## src/rtl/isw_and_scheduler_if.sv

```systemverilog
// Bundle of the requester, PRNG, gadget and response buses of the ISW AND scheduler.
// The scheduler is the slave. The master side is the requesters, the PRNG and the gadget together.
// Every signal is a plain wire. No storage lives in the interface.
interface isw_and_scheduler_if #(
  parameter int NUM_REQ = 4,
  parameter int WIDTH   = 1
);
  // Requester side
  logic [NUM_REQ-1:0]       req_valid;
  logic [NUM_REQ-1:0]       req_ready;
  logic [NUM_REQ*WIDTH-1:0] req_a0;
  logic [NUM_REQ*WIDTH-1:0] req_a1;
  logic [NUM_REQ*WIDTH-1:0] req_b0;
  logic [NUM_REQ*WIDTH-1:0] req_b1;

  // PRNG side
  logic                     rnd_valid;
  logic                     rnd_ready;
  logic [WIDTH-1:0]         rnd_data;

  // Gadget side
  logic [WIDTH-1:0]         g_a0;
  logic [WIDTH-1:0]         g_a1;
  logic [WIDTH-1:0]         g_b0;
  logic [WIDTH-1:0]         g_b1;
  logic [WIDTH-1:0]         g_r;
  logic [WIDTH-1:0]         g_c0;
  logic [WIDTH-1:0]         g_c1;

  // Response side
  logic [NUM_REQ-1:0]       resp_valid;
  logic [WIDTH-1:0]         resp_c0;
  logic [WIDTH-1:0]         resp_c1;

  modport master (
    output req_valid, req_a0, req_a1, req_b0, req_b1,
    output rnd_valid, rnd_data,
    output g_c0, g_c1,
    input  req_ready, rnd_ready,
    input  g_a0, g_a1, g_b0, g_b1, g_r,
    input  resp_valid, resp_c0, resp_c1
  );

  modport slave (
    input  req_valid, req_a0, req_a1, req_b0, req_b1,
    input  rnd_valid, rnd_data,
    input  g_c0, g_c1,
    output req_ready, rnd_ready,
    output g_a0, g_a1, g_b0, g_b1, g_r,
    output resp_valid, resp_c0, resp_c1
  );
endinterface

```

## src/rtl/isw_and_scheduler.sv

```systemverilog
// Round-robin scheduler that shares one pipelined 2-share ISW AND gadget, with fresh randomness buffered per operation.
// Latency: a result is reported LAT+1 cycles after the accept edge, which is 4 cycles with the defaults.
// Backpressure: req_ready needs en and a non-empty random FIFO. rnd_ready = !full. Responses cannot be stalled.
module isw_and_scheduler #(
  parameter int NUM_REQ   = 4,
  parameter int WIDTH     = 1,
  parameter int LAT       = 3,
  parameter int RND_DEPTH = 4
) (
  input  logic                        clk,
  input  logic                        reset,      // asynchronous, active low
  input  logic                        en,
  isw_and_scheduler_if.slave          bus,
  output logic                        busy,
  output logic [$clog2(RND_DEPTH):0]  rnd_level
);
  localparam int AW = $clog2(RND_DEPTH);
  localparam int PW = (NUM_REQ > 1) ? $clog2(NUM_REQ) : 1;
  localparam logic [AW:0] FULL_LVL = (AW+1)'(RND_DEPTH);

  // Random-word FIFO state
  logic [WIDTH-1:0] fifo_mem [RND_DEPTH];
  logic [AW-1:0]    wr_ptr;
  logic [AW-1:0]    rd_ptr;
  logic [AW:0]      count;
  logic             fifo_empty;
  logic             push;

  // Arbitration state
  logic [PW-1:0]    rr_ptr;
  logic [PW-1:0]    cand;
  logic             cand_found;
  logic             issue;
  int               idx;

  // Tag pipeline: stage s holds the requester of the operation accepted s edges ago
  logic [LAT:0]     tag_vld;
  logic [PW-1:0]    tag_id [LAT+1];

  assign fifo_empty    = (count == '0);
  assign bus.rnd_ready = (count != FULL_LVL);
  assign push          = bus.rnd_valid & bus.rnd_ready;
  assign issue         = en & cand_found & ~fifo_empty;
  assign busy          = |tag_vld;
  assign rnd_level     = count;

  // Store pushed random words. Contents are only read behind a valid count, so no reset is needed.
  always_ff @(posedge clk) begin
    if (push) fifo_mem[wr_ptr] <= bus.rnd_data;
  end

  // FIFO pointers and occupancy. A pop only happens on issue, which needs the FIFO non-empty before this edge.
  always_ff @(posedge clk or negedge reset) begin
    if (!reset) begin
      wr_ptr <= '0;
      rd_ptr <= '0;
      count  <= '0;
    end else begin
      if (push)  wr_ptr <= wr_ptr + 1'b1;
      if (issue) rd_ptr <= rd_ptr + 1'b1;
      count <= count + {{AW{1'b0}}, push} - {{AW{1'b0}}, issue};
    end
  end

  // Candidate selection: first valid requester at or above the round-robin pointer, wrapping around.
  always_comb begin
    cand       = '0;
    cand_found = 1'b0;
    idx        = 0;
    for (int k = 0; k < NUM_REQ; k++) begin
      idx = int'(rr_ptr) + k;
      if (idx >= NUM_REQ) idx = idx - NUM_REQ;
      if (!cand_found && bus.req_valid[idx]) begin
        cand_found = 1'b1;
        cand       = PW'(idx);
      end
    end
  end

  // Accept strobe. It only goes to the selected requester and does not depend on operand values.
  always_comb begin
    bus.req_ready = '0;
    if (issue) bus.req_ready[cand] = 1'b1;
  end

  // Round-robin pointer moves past the requester just served and holds otherwise.
  always_ff @(posedge clk or negedge reset) begin
    if (!reset) begin
      rr_ptr <= '0;
    end else if (issue) begin
      rr_ptr <= (int'(cand) == NUM_REQ - 1) ? '0 : cand + 1'b1;
    end
  end

  // Gadget input registers. Each share has its own mux so share 0 and share 1 never meet. Idle cycles drive zeros.
  always_ff @(posedge clk or negedge reset) begin
    if (!reset) begin
      bus.g_a0 <= '0;
      bus.g_a1 <= '0;
      bus.g_b0 <= '0;
      bus.g_b1 <= '0;
      bus.g_r  <= '0;
    end else if (issue) begin
      bus.g_a0 <= bus.req_a0[int'(cand)*WIDTH +: WIDTH];
      bus.g_a1 <= bus.req_a1[int'(cand)*WIDTH +: WIDTH];
      bus.g_b0 <= bus.req_b0[int'(cand)*WIDTH +: WIDTH];
      bus.g_b1 <= bus.req_b1[int'(cand)*WIDTH +: WIDTH];
      bus.g_r  <= fifo_mem[rd_ptr];
    end else begin
      bus.g_a0 <= '0;
      bus.g_a1 <= '0;
      bus.g_b0 <= '0;
      bus.g_b1 <= '0;
      bus.g_r  <= '0;
    end
  end

  // Tag shift register, kept in lockstep with the gadget pipeline.
  always_ff @(posedge clk or negedge reset) begin
    if (!reset) begin
      tag_vld <= '0;
      for (int s = 0; s <= LAT; s++) tag_id[s] <= '0;
    end else begin
      tag_vld <= {tag_vld[LAT-1:0], issue};
      tag_id[0] <= cand;
      for (int s = 1; s <= LAT; s++) tag_id[s] <= tag_id[s-1];
    end
  end

  // Capture the gadget result for the owning requester. The result shares hold between responses.
  always_ff @(posedge clk or negedge reset) begin
    if (!reset) begin
      bus.resp_valid <= '0;
      bus.resp_c0    <= '0;
      bus.resp_c1    <= '0;
    end else begin
      bus.resp_valid <= '0;
      if (tag_vld[LAT]) begin
        bus.resp_valid[tag_id[LAT]] <= 1'b1;
        bus.resp_c0 <= bus.g_c0;
        bus.resp_c1 <= bus.g_c1;
      end
    end
  end
endmodule

```

## src/flat_wrapper.sv

```systemverilog
// flat-port wrapper written by rule: the top's interface ports become plain ports
module isw_and_scheduler_flat 
#(
  parameter int NUM_REQ   = 4,
  parameter int WIDTH     = 1,
  parameter int LAT       = 3,
  parameter int RND_DEPTH = 4
)
  (clk, reset, en, busy, rnd_level, bus_req_valid, bus_req_a0, bus_req_a1, bus_req_b0, bus_req_b1, bus_rnd_valid, bus_rnd_data, bus_g_c0, bus_g_c1, bus_req_ready, bus_rnd_ready, bus_g_a0, bus_g_a1, bus_g_b0, bus_g_b1, bus_g_r, bus_resp_valid, bus_resp_c0, bus_resp_c1);
  isw_and_scheduler_if #(.NUM_REQ(NUM_REQ), .WIDTH(WIDTH)) bus_i ();
  input  logic clk;
  input  logic reset;
  input  logic en;
  output logic busy;
  output logic [$clog2(RND_DEPTH):0] rnd_level;
  input wire logic [$bits(bus_i.req_valid)-1:0] bus_req_valid;
  input wire logic [$bits(bus_i.req_a0)-1:0] bus_req_a0;
  input wire logic [$bits(bus_i.req_a1)-1:0] bus_req_a1;
  input wire logic [$bits(bus_i.req_b0)-1:0] bus_req_b0;
  input wire logic [$bits(bus_i.req_b1)-1:0] bus_req_b1;
  input wire logic [$bits(bus_i.rnd_valid)-1:0] bus_rnd_valid;
  input wire logic [$bits(bus_i.rnd_data)-1:0] bus_rnd_data;
  input wire logic [$bits(bus_i.g_c0)-1:0] bus_g_c0;
  input wire logic [$bits(bus_i.g_c1)-1:0] bus_g_c1;
  output wire logic [$bits(bus_i.req_ready)-1:0] bus_req_ready;
  output wire logic [$bits(bus_i.rnd_ready)-1:0] bus_rnd_ready;
  output wire logic [$bits(bus_i.g_a0)-1:0] bus_g_a0;
  output wire logic [$bits(bus_i.g_a1)-1:0] bus_g_a1;
  output wire logic [$bits(bus_i.g_b0)-1:0] bus_g_b0;
  output wire logic [$bits(bus_i.g_b1)-1:0] bus_g_b1;
  output wire logic [$bits(bus_i.g_r)-1:0] bus_g_r;
  output wire logic [$bits(bus_i.resp_valid)-1:0] bus_resp_valid;
  output wire logic [$bits(bus_i.resp_c0)-1:0] bus_resp_c0;
  output wire logic [$bits(bus_i.resp_c1)-1:0] bus_resp_c1;
  assign bus_i.req_valid = bus_req_valid;
  assign bus_i.req_a0 = bus_req_a0;
  assign bus_i.req_a1 = bus_req_a1;
  assign bus_i.req_b0 = bus_req_b0;
  assign bus_i.req_b1 = bus_req_b1;
  assign bus_i.rnd_valid = bus_rnd_valid;
  assign bus_i.rnd_data = bus_rnd_data;
  assign bus_i.g_c0 = bus_g_c0;
  assign bus_i.g_c1 = bus_g_c1;
  assign bus_req_ready = bus_i.req_ready;
  assign bus_rnd_ready = bus_i.rnd_ready;
  assign bus_g_a0 = bus_i.g_a0;
  assign bus_g_a1 = bus_i.g_a1;
  assign bus_g_b0 = bus_i.g_b0;
  assign bus_g_b1 = bus_i.g_b1;
  assign bus_g_r = bus_i.g_r;
  assign bus_resp_valid = bus_i.resp_valid;
  assign bus_resp_c0 = bus_i.resp_c0;
  assign bus_resp_c1 = bus_i.resp_c1;
  isw_and_scheduler #(.NUM_REQ(NUM_REQ), .WIDTH(WIDTH), .LAT(LAT), .RND_DEPTH(RND_DEPTH)) u_core (.clk(clk), .reset(reset), .en(en), .bus(bus_i), .busy(busy), .rnd_level(rnd_level));
endmodule
```

## config.mk

```make
export PLATFORM = sky130hd
export DESIGN_NAME = isw_and_scheduler_flat
export DESIGN_NICKNAME = d
export VERILOG_FILES = /design/src/rtl/isw_and_scheduler_if.sv /design/src/rtl/isw_and_scheduler.sv /design/src/flat_wrapper.sv
export SDC_FILE = /design/constraint.sdc
export NUM_CORES = 1
export LEC_CHECK = 0
export ABC_AREA = 1
export CORE_MARGIN = 3
export CORE_UTILIZATION = 55
export CTS_CLUSTER_SIZE = 10
export DETAILED_ROUTE_END_ITERATION = 12
export DONT_BUFFER_PORTS = 1
export PLACE_DENSITY = 0.77
export SYNTH_ARGS = -nofsm -noshare
export SYNTH_HDL_FRONTEND = slang
export SYNTH_SLANG_ARGS = --single-unit
```

## constraint.sdc

```tcl
create_clock -name clk -period 7.5 [get_ports clk]
set_input_delay 0.375 -clock clk [delete_from_list [all_inputs] [get_ports clk]]
set_output_delay 0.375 -clock clk [all_outputs]
set_load 0.02 [all_outputs]
```

# Word-level counts from Yosys, hierarchy flattened
# Memories as Yosys holds them, arrays and structs flattened.
# Index checks and enable logic that the tools add are counted.
# op_classes
n_addsub	12
mul	0
div_mod_pow	0
n_lt_le_gt_ge	12
n_eq_ne	2
shifts	4
mux	38
bitwise	4
n_reduce_logical	10
# ops
cell	count
32-bit by 4-bit < comparator with 1-bit output, second input constant	4
32-bit two-way mux	4
32-bit by 4-bit greater-or-equal comparator with 1-bit output, second input constant	3
32-bit by 4-bit subtractor with 32-bit output, second input constant	3
1-bit two-way mux	21
4-bit by 3-bit variable part select with 1-bit output	4
2-bit two-way mux	5
1-bit binary-select mux with 2-bit select	4
4-bit two-way mux	2
2-bit by 1-bit adder with 2-bit output, second input constant	3
2-bit by 2-bit adder with 3-bit output, second input constant	2
2-bit by 3-bit < comparator with 1-bit output, second input constant	2
1-bit logical AND	5
1-bit demux with 2-bit select	2
2-bit by 1-bit greater-or-equal comparator with 1-bit output, second input constant	2
4-bit OR reduction	1
2-bit by 3-bit subtractor with 4-bit output, second input constant	1
2-bit by 1-bit adder with 3-bit output, second input constant	1
3-bit by 1-bit adder with 3-bit output	1
1-bit bitwise AND	3
2-bit by 3-bit greater-or-equal comparator with 1-bit output, second input constant	1
1-bit zero test	3
3-bit zero test	1
3-bit != test, second input constant	1
other kinds (3)	3
# word_totals
reg_bits	32
latch_bits	0
ramBits	4
mem_bits_ro	0
out_inout_bits	20
elab_cells	100
n_memories	1
# memory_table
name	words	word_bits	read_ports	rd_clocked_by_memory_dff	wr	line	text
u_core.fifo_mem	4	1	1	0	1	isw_and_scheduler.sv:22	logic [WIDTH-1:0] fifo_mem [RND_DEPTH];

# Logic depth before layout (Yosys ltp)
# Gate-level depths: netlist of run 1.
# depth
ltp_word	20
ltp_mapped	16
ltp_nobuf	14

# Worst setup path before layout of run 1
# No wires, ideal clock.
# synth_timing
path_kind	register -> register
startpoint	register u_core.rr_ptr[0]
endpoint	register u_core.count[2], in the netlist u_core.rnd_level[2]
t_arrival_ns	2.244
slack_ns	5.127
stages_incl_launch_ff	15
path_cell_list	dfrtp_1 buf_6 inv_6 nand2_2 nand3_1 nand2_2 nor2_4 nand3_4 nand2_1 inv_1 ha_1 inv_1 ha_1 fa_1 xor2_1
# synth_between
elab_chain_cells	18
# synth_rtl
item	line	text
from (decl)	isw_and_scheduler.sv:30	logic [PW-1:0] rr_ptr;
from (signal assigned)	isw_and_scheduler.sv:91	rr_ptr <= (int'(cand) == NUM_REQ - 1) ? '0 : cand + 1'b1;
branches (longest 14 deep; another with 32-bit by 4-bit subtractor with 32-bit output)	--	
1-bit two-way mux (*)	isw_and_scheduler.sv:73	if (!cand_found && bus.req_valid[idx]) begin
1-bit bitwise AND (*) (2 in a row)	isw_and_scheduler.sv:43	assign issue = en & cand_found & ~fifo_empty;
net u_core.issue	isw_and_scheduler.sv:33	logic issue;
3-bit by 1-bit subtractor with 3-bit output (*)	isw_and_scheduler.sv:61	count <= count + {{AW{1'b0}}, push} - {{AW{1'b0}}, issue};
to (signal assigned)	isw_and_scheduler.sv:61	
to (decl)	isw_and_scheduler.sv:25	logic [AW:0] count;
# Mark *: on every way through the listed nets, which the timed path passes. The select of a mux whose other input is x is not followed.
# A chain may end at the register's enable or synchronous reset.

# Worst setup path in the final report of run 1
# Ends and elaborated chain as after synthesis.

==> results.ini, run 1 <==
[status]
outcome = finished, final reports clean

[run]
cap_viol_max_count = 0

[cells_and_area]
layout.nets = 263
area_delta_synth_final_pct = 6.22
mostFrequentLayoutCells = 51 x nand2_1, 44 x inv_1, 32 x dfrtp_1
mostFrequentLayoutCell = nand2_1
drive_gt1_share_pct = 10.2
num_antenna_cells = 0

[power]
combPwrFrac_pct = 50.1
p_int_w = 0.000485
clkPwrFrac_pct = 10.9
pwr-share-seq_pct = 39.0
power.net_switching_w = 0.000489
p_sw_share_pct = 50.2
powerDensity_nw_per_um2 = 485
peakVddDrop_mv = 0.316
leakage_nw = 1.08

[detailed_routing]
drtIter0Drc = 41
postRouteAntennaNets = 0
viasPerCell = 5.06
wl_per_cell_um = 12.4
drt_first_pass_iters = 4
drt_wl_total_um = 3360
num_vias = 1365
post-route-drc-count = 0

[clock_network]
postCtsHoldBufs = 2
htreeDepth = 2
cts_resized = 0
ctsRootBufferMaster = clkbuf_4
post-cts-setup-buffer-count = 0
cts_tree = built
cts.reportedPaths.clkPinSlew_ps = 100
clkSinkCount = 36
cts-buffers-inserted = 5
clock_latency_ps = 330
cts_buffer_depth = 2

[timing]
setup_violations = 0
setup_slack_ps = 4420
max_slew_margin_pct = 68.6
tns_ps = 0
period_needed_ps = 3080
max_freq_mhz = 325
finalCritPeriodShare_pct = 41.0
tightest_slew_ps = 470
finalHoldViolations = 0
fin_worst_skew_ps = 7.56
rsz0062_at_grt = false
finalMaxSlewViolations = 0

[worst_setup_path]
path_max_fanout = 11
startpoint_type = flop
end_kind = flop
critPathLaunch = u_core.rr_ptr[0]$_DFFE_PN0P_
critPathCapture = u_core.rnd_level[2]$_DFF_PN0_
timing.rr.start = u_core.rr_ptr[0]$_DFFE_PN0P_
reg2reg_depth = 14
reg2reg_slack_ps = 4420
path_class = flop to flop
timing.rr.end = u_core.rnd_level[2]$_DFF_PN0_
cp.arrival_ps = 3300
cp.required_ps = 7720

[floorplan]
fp.dieH_um = 64.7
start_util_pct = 59.5
coreArea_um2 = 3180
die_w_um = 64.7
rows = 20
io_pins = 47
dieArea_um2 = 4180

[synthesis]
synthTopCellsByArea = dfrtp_1 42%, nand2_1 10%, inv_1 8.7%
synth_edf_count = 4
synthesis.nets = 257
yosysWarnings = 0
synthCells = 219
yosys.area.top_type = dfrtp_1
synth-async-reset-ratio_pct = 88.9
synth_cell_types = 28
ys_ff_latch = 36
ys_seq_area_share_pct = 48.7
ys.flop_type = dfrtp_1
syn_area_um2 = 1890
synth.avg_cell_area_um2 = 8.64
synth_top_area_share_pct = 42.3

[grt]
grt_use_total_pct = 18.0
grt_max_degree = 33
grt_pass1_wl_um = 5770
overflow = 0
antenna_found_initial = 0
grt_pass1_vias = 1297

[placed_design]
gp_congestion = 0.885
portBuffers = 0
dp_hpwl_um = 2490
dp_slack_ps = 4450

[worst_hold_path]
holdCritPathClass = input pin to flop

[metrics by stage]
| step | utilization [%] | area (µm²) | total power [W] | hold slack, ps | cells |
|---|---|---|---|---|---|
| detailed placement | 60.3 | 1920 | 0.000868 | 80.2 | 260 |
| global placement | 60.3 | 1920 | 0.000858 | 80.0 | 260 |
| CTS | 63.2 | 2010 | 0.000984 | 115 | 270 |
| floorplan | - | 1890 | 0.000789 | 79.4 | 219 |
| global route | 63.2 | 2010 | 0.00108 | 90.7 | 270 |
| finish | 63.2 | 2010 | 0.000974 | 134 | 270 |
[worst min-delay path by stage]
stage / startpoint / to / cells after the start
finish: bus_rnd_data / u_core.fifo_mem[0]$_DFFE_PP_ / 0
global route: bus_rnd_data / u_core.fifo_mem[1]$_DFFE_PP_ / 0
CTS: bus_rnd_data / u_core.fifo_mem[0]$_DFFE_PP_ / 0
detailed placement: reset / u_core.bus.resp_c1$_DFFE_PN0P_ / 0
global placement: reset / u_core.bus.resp_c1$_DFFE_PN0P_ / 0
floorplan: reset / u_core.bus.g_a0$_DFF_PN0_ / 0
[metal layers]
layer / wire length (µm) / GRT usage, % / vias up
met5: 0 / 0 / -
met4: 0 / 4.75 / 0
met3: 256 / 8.49 / 0
met2: 1510 / 27.6 / 48
met1: 1590 / 23.1 / 622
li1: - / - / 695
[Yosys cell counts (4+ instances only)]
| library cell | count |
|---|---|
| dfrtp_1 | 32 |
| edfxtp_1 | 4 |
| ha_1 | 10 |
| inv_1 | 44 |
| nand2_2 | 5 |
| nand4_1 | 9 |
| nand2_1 | 51 |
| nor2_1 | 12 |
| a21oi_1 | 5 |
| nor3_1 | 4 |
| o21ai_0 | 5 |
| nand3_1 | 15 |
[state kept, by name, indices dropped and copies added, names as in the netlist]
register / cells
u_core.tag_vld: 4
u_core.wr_ptr: 2
u_core.rr_ptr: 2
u_core.bus.g_a0: 1
u_core.rd_ptr: 2
u_core.bus.g_b0: 1
u_core.fifo_mem: 4
u_core.bus.g_a1: 1
u_core.bus.resp_c1: 1
u_core.tag_id: 8
u_core.bus.resp_c0: 1
u_core.bus.g_b1: 1
u_core.bus.g_r: 1
u_core.rnd_level: 3
u_core.bus.resp_valid: 4
[worst max-delay path, stage by stage, from the launching register on]
cell     delay, ps
dfrtp_1        620
inv_6          100
nand2_1         90
nand2_1         90
nand2_1         70
nand2_1         80
nor2_4         140
nand3_4        150
nand2_1        340
inv_1          210
ha_1           320
inv_1           40
ha_1           180
fa_1           390
xor2_1         170
[cell families (layout without fill, tap and decap cells)]
family	Yosys count	count (layout)	synth area share, %
fa+ha+maj	11	11	7.67
buf+inv	50	57	11.2
compound gates	14	14	4.03
flops	36	36	48.7
xor+xnor	4	4	1.85
simple gates	104	104	26.6
[power by group through the flow]
stage | Combinational, W | Sequential [W] | Clock (W)
after floorplan | 0.000428 | 0.000361 | 0
after global placement | 0.000477 | 0.000381 | 0
after detailed placement | 0.000482 | 0.000386 | 0
after CTS | 0.000490 | 0.000382 | 0.000112
after global routing | 0.000560 | 0.000394 | 0.000122
final | 0.000488 | 0.000380 | 0.000107
[final cells by class]
class                   count  area [µm²]
multi-input cells         133         759
clock inverters             1        7.51
repair buffers              2        30.0
flip-flops and latches     36         921
inverters                  47         181
clock buffers               7        55.1
fillers                   277        1170
well taps                  44        55.1
(Power assumes the default switching activity.)
==> inputs of run 2 (changes only) <==
--- a/config.mk
+++ b/config.mk
@@ -5,7 +5,7 @@
 export SDC_FILE = /design/constraint.sdc
 export NUM_CORES = 1
 export LEC_CHECK = 0
-export ABC_AREA = 1
+export ABC_AREA = 0
 export CORE_MARGIN = 3
 export CORE_UTILIZATION = 55
 export CTS_CLUSTER_SIZE = 10
==> constraint.sdc (replaced) <==
create_clock -name clk -period 2.84 [get_ports clk]
set_input_delay 0.142 -clock clk [delete_from_list [all_inputs] [get_ports clk]]
set_output_delay 0.142 -clock clk [all_outputs]
set_load 0.02 [all_outputs]
==> run 2 against run 1 <==
  * Global-route usage is 2.0 points lower
  * Sequential cell count stayed put
  * Power is 78% higher
  * Routed wire length is 22% lower
  * Core utilization is 3.5 points higher
  * Largest cell class unchanged
==> results.ini, run 2 <==
[synthesis]
ys_ff_latch = 36  ; unchanged
synthesis.nets = 164  ; -36%
synth_common_cells = 32 x dfrtp_1, 11 x inv_1, 10 x ha_1
yosys.area.top_type = dfrtp_1
synth_most_common_cell = dfrtp_1
synth_edf_count = 4  ; unchanged
ys_seq_area_share_pct = 57.3  ; +8.6 points
ys.flop_type = dfrtp_1
synth_cell_types = 32  ; +14%
synth-async-reset-ratio_pct = 88.9  ; unchanged
synthTopCellsByArea = dfrtp_1 50%, ha_1 7.8%, edfxtp_1 7.5%
synthCells = 126  ; -42%
synth_top_area_share_pct = 49.8  ; +7.5 points
synth.avg_cell_area_um2 = 12.8  ; +48%
syn_area_um2 = 1610  ; -15%
yosysWarnings = 0  ; unchanged

[clock_network]
postCtsHoldBufs = 5  ; +3
htreeDepth = 2  ; unchanged
ctsRootBufferMaster = clkbuf_4
cts_tree = built
cts.reportedPaths.clkPinSlew_ps = 100  ; about the same
post-cts-setup-buffer-count = 0  ; unchanged
clkSinkCount = 36  ; unchanged
cts-buffers-inserted = 5  ; unchanged
cts_buffer_depth = 2  ; unchanged
cts_resized = 0  ; unchanged
clock_latency_ps = 320  ; about the same

[worst_setup_path]
end_kind = primary output
cp.required_ps = 2700  ; -5020 ps
path_buf_inv = 1  ; -2
path_class = flop to primary output
critPathSlowestCell = dfrtp_1
startpoint_type = flop
cpPeakStageDelay_ps = 450  ; -170 ps
crit_chain = nand2b_1, a21oi_1, a211o_1, inv_1, ha_1, and2_1
cp.arrival_ps = 2140  ; -1160 ps
path_max_fanout = 11  ; unchanged
crit_family = compound AO/OA/AOI/OAI gates

[power]
leakage_nw = 0.850  ; -21%
powerDensity_nw_per_um2 = 985  ; +100%
peakVddDrop_mv = 0.684  ; +120%

[cells_and_area]
num_antenna_cells = 0  ; unchanged
area_delta_synth_final_pct = 9.34
drive_gt1_share_pct = 11.6  ; +1.4 points
largest_reg_flops = 8  ; unchanged
layoutNonFillerInstCount = 168  ; -38%
layout.nets = 175  ; -33%
mostFrequentLayoutCell = dfrtp_1
top_register = u_core.tag_id
mostFrequentLayoutCells = 32 x dfrtp_1, 11 x inv_1, 10 x ha_1

[timing]
max_freq_mhz = 438
max_slew_margin_pct = 67.1  ; -1.5 points
finalMaxSlewViolations = 0  ; unchanged
period_needed_ps = 2280
finalCritPeriodShare_pct = 80.4
rsz0062_at_grt = false
finalHoldViolations = 0  ; unchanged
tightest_slew_ps = 494  ; +24.0 ps
setup_violations = 0  ; unchanged
tns_ps = 0  ; unchanged
fin_worst_skew_ps = 7.88  ; +0.317 ps
fin_hold_ws_ps = 38.6  ; -95.6 ps

[run]
cap_viol_max_count = 0  ; unchanged

[floorplan]
fp.dieH_um = 60.1  ; -7.1%
io_pins = 47  ; unchanged
start_util_pct = 61.0  ; +1.5 points
die_w_um = 60.1  ; -7.1%
dieArea_um2 = 3610  ; -14%
rows = 18  ; -10%
coreArea_um2 = 2640  ; -17%

[grt]
grt_pass1_vias = 974  ; -25%
antenna_found_initial = 0  ; unchanged
grt_use_total_pct = 16.0  ; -2.0 points
overflow = 0  ; unchanged
grt_pass1_wl_um = 4240  ; -26%
grt_max_degree = 33  ; unchanged

[detailed_routing]
drtIter0Drc = 26  ; -37%
num_vias = 984  ; -28%
wl_per_cell_um = 15.6  ; +26%
drt_wl_total_um = 2620  ; -22%
drt_first_pass_iters = 4  ; unchanged
post-route-drc-count = 0  ; unchanged
postRouteAntennaNets = 0  ; unchanged
viasPerCell = 5.86  ; +16%

[status]
outcome = finished, final reports clean

[placed_design]
dp_hpwl_um = 1900  ; -24%
place_inst = 155  ; -40%
portBuffers = 0  ; unchanged
gp_congestion = 0.807  ; -8.8%

[worst_hold_path]
holdCritPathClass = input pin to flop

-- run 2: cell types whose count changed after synthesis, sizes merged, moves of 6 or more --
cell   previous run  this run
and2              0         6
nor2             14         5
nand3            19         1
nand4             9         0
inv              47        11
mux2i             0         8
nand2            57         6
-- run 2: cell families after synthesis --
family | after synthesis | share of synthesized area (%)
mux | 13 | 9.88
xor+xnor | 5 | 2.72
compound gates | 15 | 5.99
fa+ha+maj | 11 | 9.03
buf+inv | 13 | 3.58
flops | 36 | 57.3
simple gates | 33 | 11.5
-- run 2: final cells by class --
type	count	area, µm²
sequential	36	921
timing repair buffer	6	67.6
clock buffer	6	51.3
clock inverter	2	10.0
inverter	11	41.3
fill	198	877
multi-input combinational	77	629
tap	30	37.5
-- run 2: worst paths after layout --
check / startpoint / to / slack [ps] / depth (start not counted)
setup / recovery: u_core.rr_ptr[0]$_DFFE_PN0P_ / bus_req_ready[3] / 560 / 6
hold / removal: bus_req_b1[3] / u_core.bus.g_b1$_DFF_PN0_ / 40 / 2
setup reg to reg: u_core.rnd_level[1]$_DFF_PN0_ / u_core.rnd_level[2]$_DFF_PN0_ / 660 / 6
hold reg to reg: u_core.tag_id[7]$_DFF_PN0_ / u_core.tag_id[5]$_DFF_PN0_ / 360 / 0
max in group asynchronous: reset / u_core.tag_vld[0]$_DFF_PN0_ / 2420 / 2
min in group asynchronous: reset / u_core.rd_ptr[0]$_DFFE_PN0P_ / 260 / 2
-- run 2: routing by layer --
layer,GRT usage [%],vias to the layer above,share of wire (%)
met5,0,-,0
met4,4.11,0,0.42
met3,6.91,4,5.3
met2,27.3,37,55
met1,18.4,489,39
li1,-,454,-
-- run 2: where the power goes --
group / switching (W) / internal, W
logic: 0.000280 / 0.000252
registers: 0.000219 / 0.000711
clock network: 0.000151 / 0.000118
total: 0.000650 / 0.00108
-- run 2: through the flow --
step                utilization [%]  setup WS [ps]  power [W]  cell area (µm²)
global placement               62.1            763    0.00142             1640
global route                   66.7            310    0.00188             1760
floorplan                         -            757    0.00136             1610
finish                         66.7            556    0.00173             1760
CTS                            66.7            532    0.00175             1760
detailed placement             62.1            676    0.00147             1640
==> inputs of run 3 (changes only) <==
--- a/config.mk
+++ b/config.mk
@@ -11,7 +11,7 @@
 export CTS_CLUSTER_SIZE = 10
 export DETAILED_ROUTE_END_ITERATION = 12
 export DONT_BUFFER_PORTS = 1
-export PLACE_DENSITY = 0.77
+export PLACE_DENSITY = 0.8
 export SYNTH_ARGS = -nofsm -noshare
 export SYNTH_HDL_FRONTEND = slang
 export SYNTH_SLANG_ARGS = --single-unit
==> constraint.sdc (replaced) <==
create_clock -name clk -period 1.92 [get_ports clk]
set_input_delay 0.096 -clock clk [delete_from_list [all_inputs] [get_ports clk]]
set_output_delay 0.096 -clock clk [all_outputs]
set_load 0.02 [all_outputs]
==> run 3 against run 2 <==
  * Non-clock buffer count up 26
  * Die area unchanged
  * Critical path depth stayed put
  * Core utilization grew 12 points
  * Cell area up 18%
  * Global-route usage increased by 2.6 points
  * Sequential share of layout area is 7.6 points lower
  * First-iteration DRC count grew 110%
==> results.ini, run 3 (synthesized netlist as in run 2, its figures left out) <==
[clock_network]
clock_latency_ps = 340  ; +20 ps
cts-buffers-inserted = 5  ; unchanged
cts_buffer_depth = 2  ; unchanged
cts.reportedPaths.clkPinSlew_ps = 100  ; about the same
clkSinkCount = 36  ; unchanged
cts_tree = built
ctsRootBufferMaster = clkbuf_4
htreeDepth = 2  ; unchanged

[worst_setup_path]
path_max_fanout = 5  ; -6
path_buf_inv = 1  ; unchanged
critPathSlowestCell = dfrtp_1
startpoint_type = flop
cp.arrival_ps = 1720  ; -420 ps
reg2reg_slack_ps = 110  ; -550 ps
end_kind = primary output
cp.required_ps = 1820  ; -880 ps
crit_chain = nand2b_4, a21oi_1, a211o_1, buf_6, ha_1, and2_4
crit_family = flip-flops
cpPeakStageDelay_ps = 420  ; -30 ps
path_class = flop to primary output

[cells_and_area]
layoutNonFillerInstCount = 194  ; +15%
final_util_pct = 78.4  ; +12 points
multi_input_comb_area_um2 = 701  ; +11%
num_antenna_cells = 0  ; unchanged
drive_gt1_share_pct = 28.7  ; +17 points
layout.nets = 201  ; +15%
mostFrequentLayoutCells = 29 x dfrtp_1, 17 x dlygate4sd3_1, 13 x buf_4
mostFrequentLayoutCell = dfrtp_1
area_delta_synth_final_pct = 28.5
regArea_um2 = 925  ; +0.41%
nFillCells = 153  ; -23%
top_register = u_core.tag_id
largest_reg_flops = 8  ; unchanged

[timing]
max_freq_mhz = 552
finalMaxSlewViolations = 0  ; unchanged
setup_violations = 0  ; unchanged
tightest_slew_ps = 255  ; -239 ps
finalCritPeriodShare_pct = 94.3
period_needed_ps = 1810
finalHoldViolations = 0  ; unchanged
fin_worst_skew_ps = 3.63  ; -4.25 ps
max_slew_margin_pct = 82.9  ; +16 points

[detailed_routing]
post-route-drc-count = 0  ; unchanged
postRouteAntennaNets = 0  ; unchanged
wl_per_cell_um = 15.9  ; +1.7%
viasPerCell = 5.52  ; -5.8%
drt_first_pass_iters = 4  ; unchanged
drtIter0Drc = 55  ; +110%
num_vias = 1070  ; +8.7%
drt_wl_total_um = 3080  ; +17%

[placed_design]
place_inst = 160  ; +3.2%
gp_congestion = 0.861  ; +6.6%
portBuffers = 0  ; unchanged
dp_hpwl_um = 1940  ; +2.1%

[grt]
grt_pass1_vias = 1059  ; +8.7%
grt_pass1_wl_um = 4660  ; +9.8%
grt_max_degree = 33  ; unchanged
grt_use_total_pct = 18.6  ; +2.6 points
antenna_found_initial = 0  ; unchanged
overflow = 0  ; unchanged

[power]
powerDensity_nw_per_um2 = 1420  ; +45%
peakVddDrop_mv = 1.06  ; +55%
leakage_nw = 0.966  ; +14%
total_power_w = 0.00294  ; +70%

[floorplan]
rows = 18  ; unchanged
io_pins = 47  ; unchanged
die_w_um = 60.1  ; unchanged
dieArea_um2 = 3610  ; unchanged
fp.dieH_um = 60.1  ; unchanged
coreArea_um2 = 2640  ; unchanged
start_util_pct = 61.0  ; unchanged

[status]
outcome = finished, final reports clean

[worst_hold_path]
holdCritPathClass = input pin to flop

[run]
cap_viol_max_count = 0  ; unchanged

## run 3: through the flow
step	hold slack, ps	setup TNS (ps)	cell area [µm²]	setup WS (ps)
after floorplan	-200	-94.0	1640	-48.0
after global placement	-199	0	1700	178
after detailed placement	-199	0	1700	97.3
after CTS	1.48	0	1980	12.0
after global routing	5.21	-31.1	2070	-15.6
final	6.36	0	2070	109
## run 3: cell type report
class	instances	share of cell area, %
Clock inverter	1	0.363
Timing Repair Buffer	32	14.5
Tap cell	30	1.82
Inverter	11	2.00
Clock buffer	7	2.67
Multi-Input combinational cell	77	33.9
Sequential cell	36	44.8
## run 3: power breakdown
group / leakage [nW] / switching (W) / total [W] / internal (W)
clock: 0.0315 / 0.000247 / 0.000426 / 0.000179
combinational: 0.507 / 0.000590 / 0.00120 / 0.000614
sequential: 0.428 / 0.000250 / 0.00131 / 0.00106
total: 0.966 / 0.00109 / 0.00294 / 0.00185
## run 3: per-layer routing
metal | global-route usage (%) | part of all wire (%)
met2 | 30.9 | 54
met1 | 19.6 | 38
met5 | 0 | 0
met4 | 12.3 | 2.0
met3 | 6.70 | 6.0
## run 3: timing repair
item                       CTS  global route
hold buffers                16             2
hold endpoints to repair    45             1
resized for setup            6            14
pin swaps                    1             2
setup endpoints to repair    4             6
setup buffers                4             4
## run 3: final timing paths
| kind | from | end | cells past startpoint |
|---|---|---|---|
| worst max-delay path | u_core.rr_ptr[0]$_DFFE_PN0P_ | bus_req_ready[0] | 6 |
| worst min-delay path | bus_req_a1[3] | u_core.bus.g_a1$_DFF_PN0_ | 2 |
| worst max register to register | u_core.rnd_level[2]$_DFF_PN0_ | u_core.rnd_level[1]$_DFF_PN0_ | 6 |
| worst min register to register | u_core.tag_id[6]$_DFF_PN0_ | u_core.tag_id[4]$_DFF_PN0_ | 0 |
| max in group asynchronous | reset | u_core.rnd_level[2]$_DFF_PN0_ | 2 |
| min in group asynchronous | reset | u_core.tag_vld[3]$_DFF_PN0_ | 2 |
## run 3: worst register-to-register path, delay by kind of cell (launching register included)
kind / cells / cell delay [ps]
flip-flops: 1 / 430
adder cells (fa/ha/maj): 3 / 930
AO/OA/AOI/OAI: 2 / 350
buffers and inverters: 1 / 40
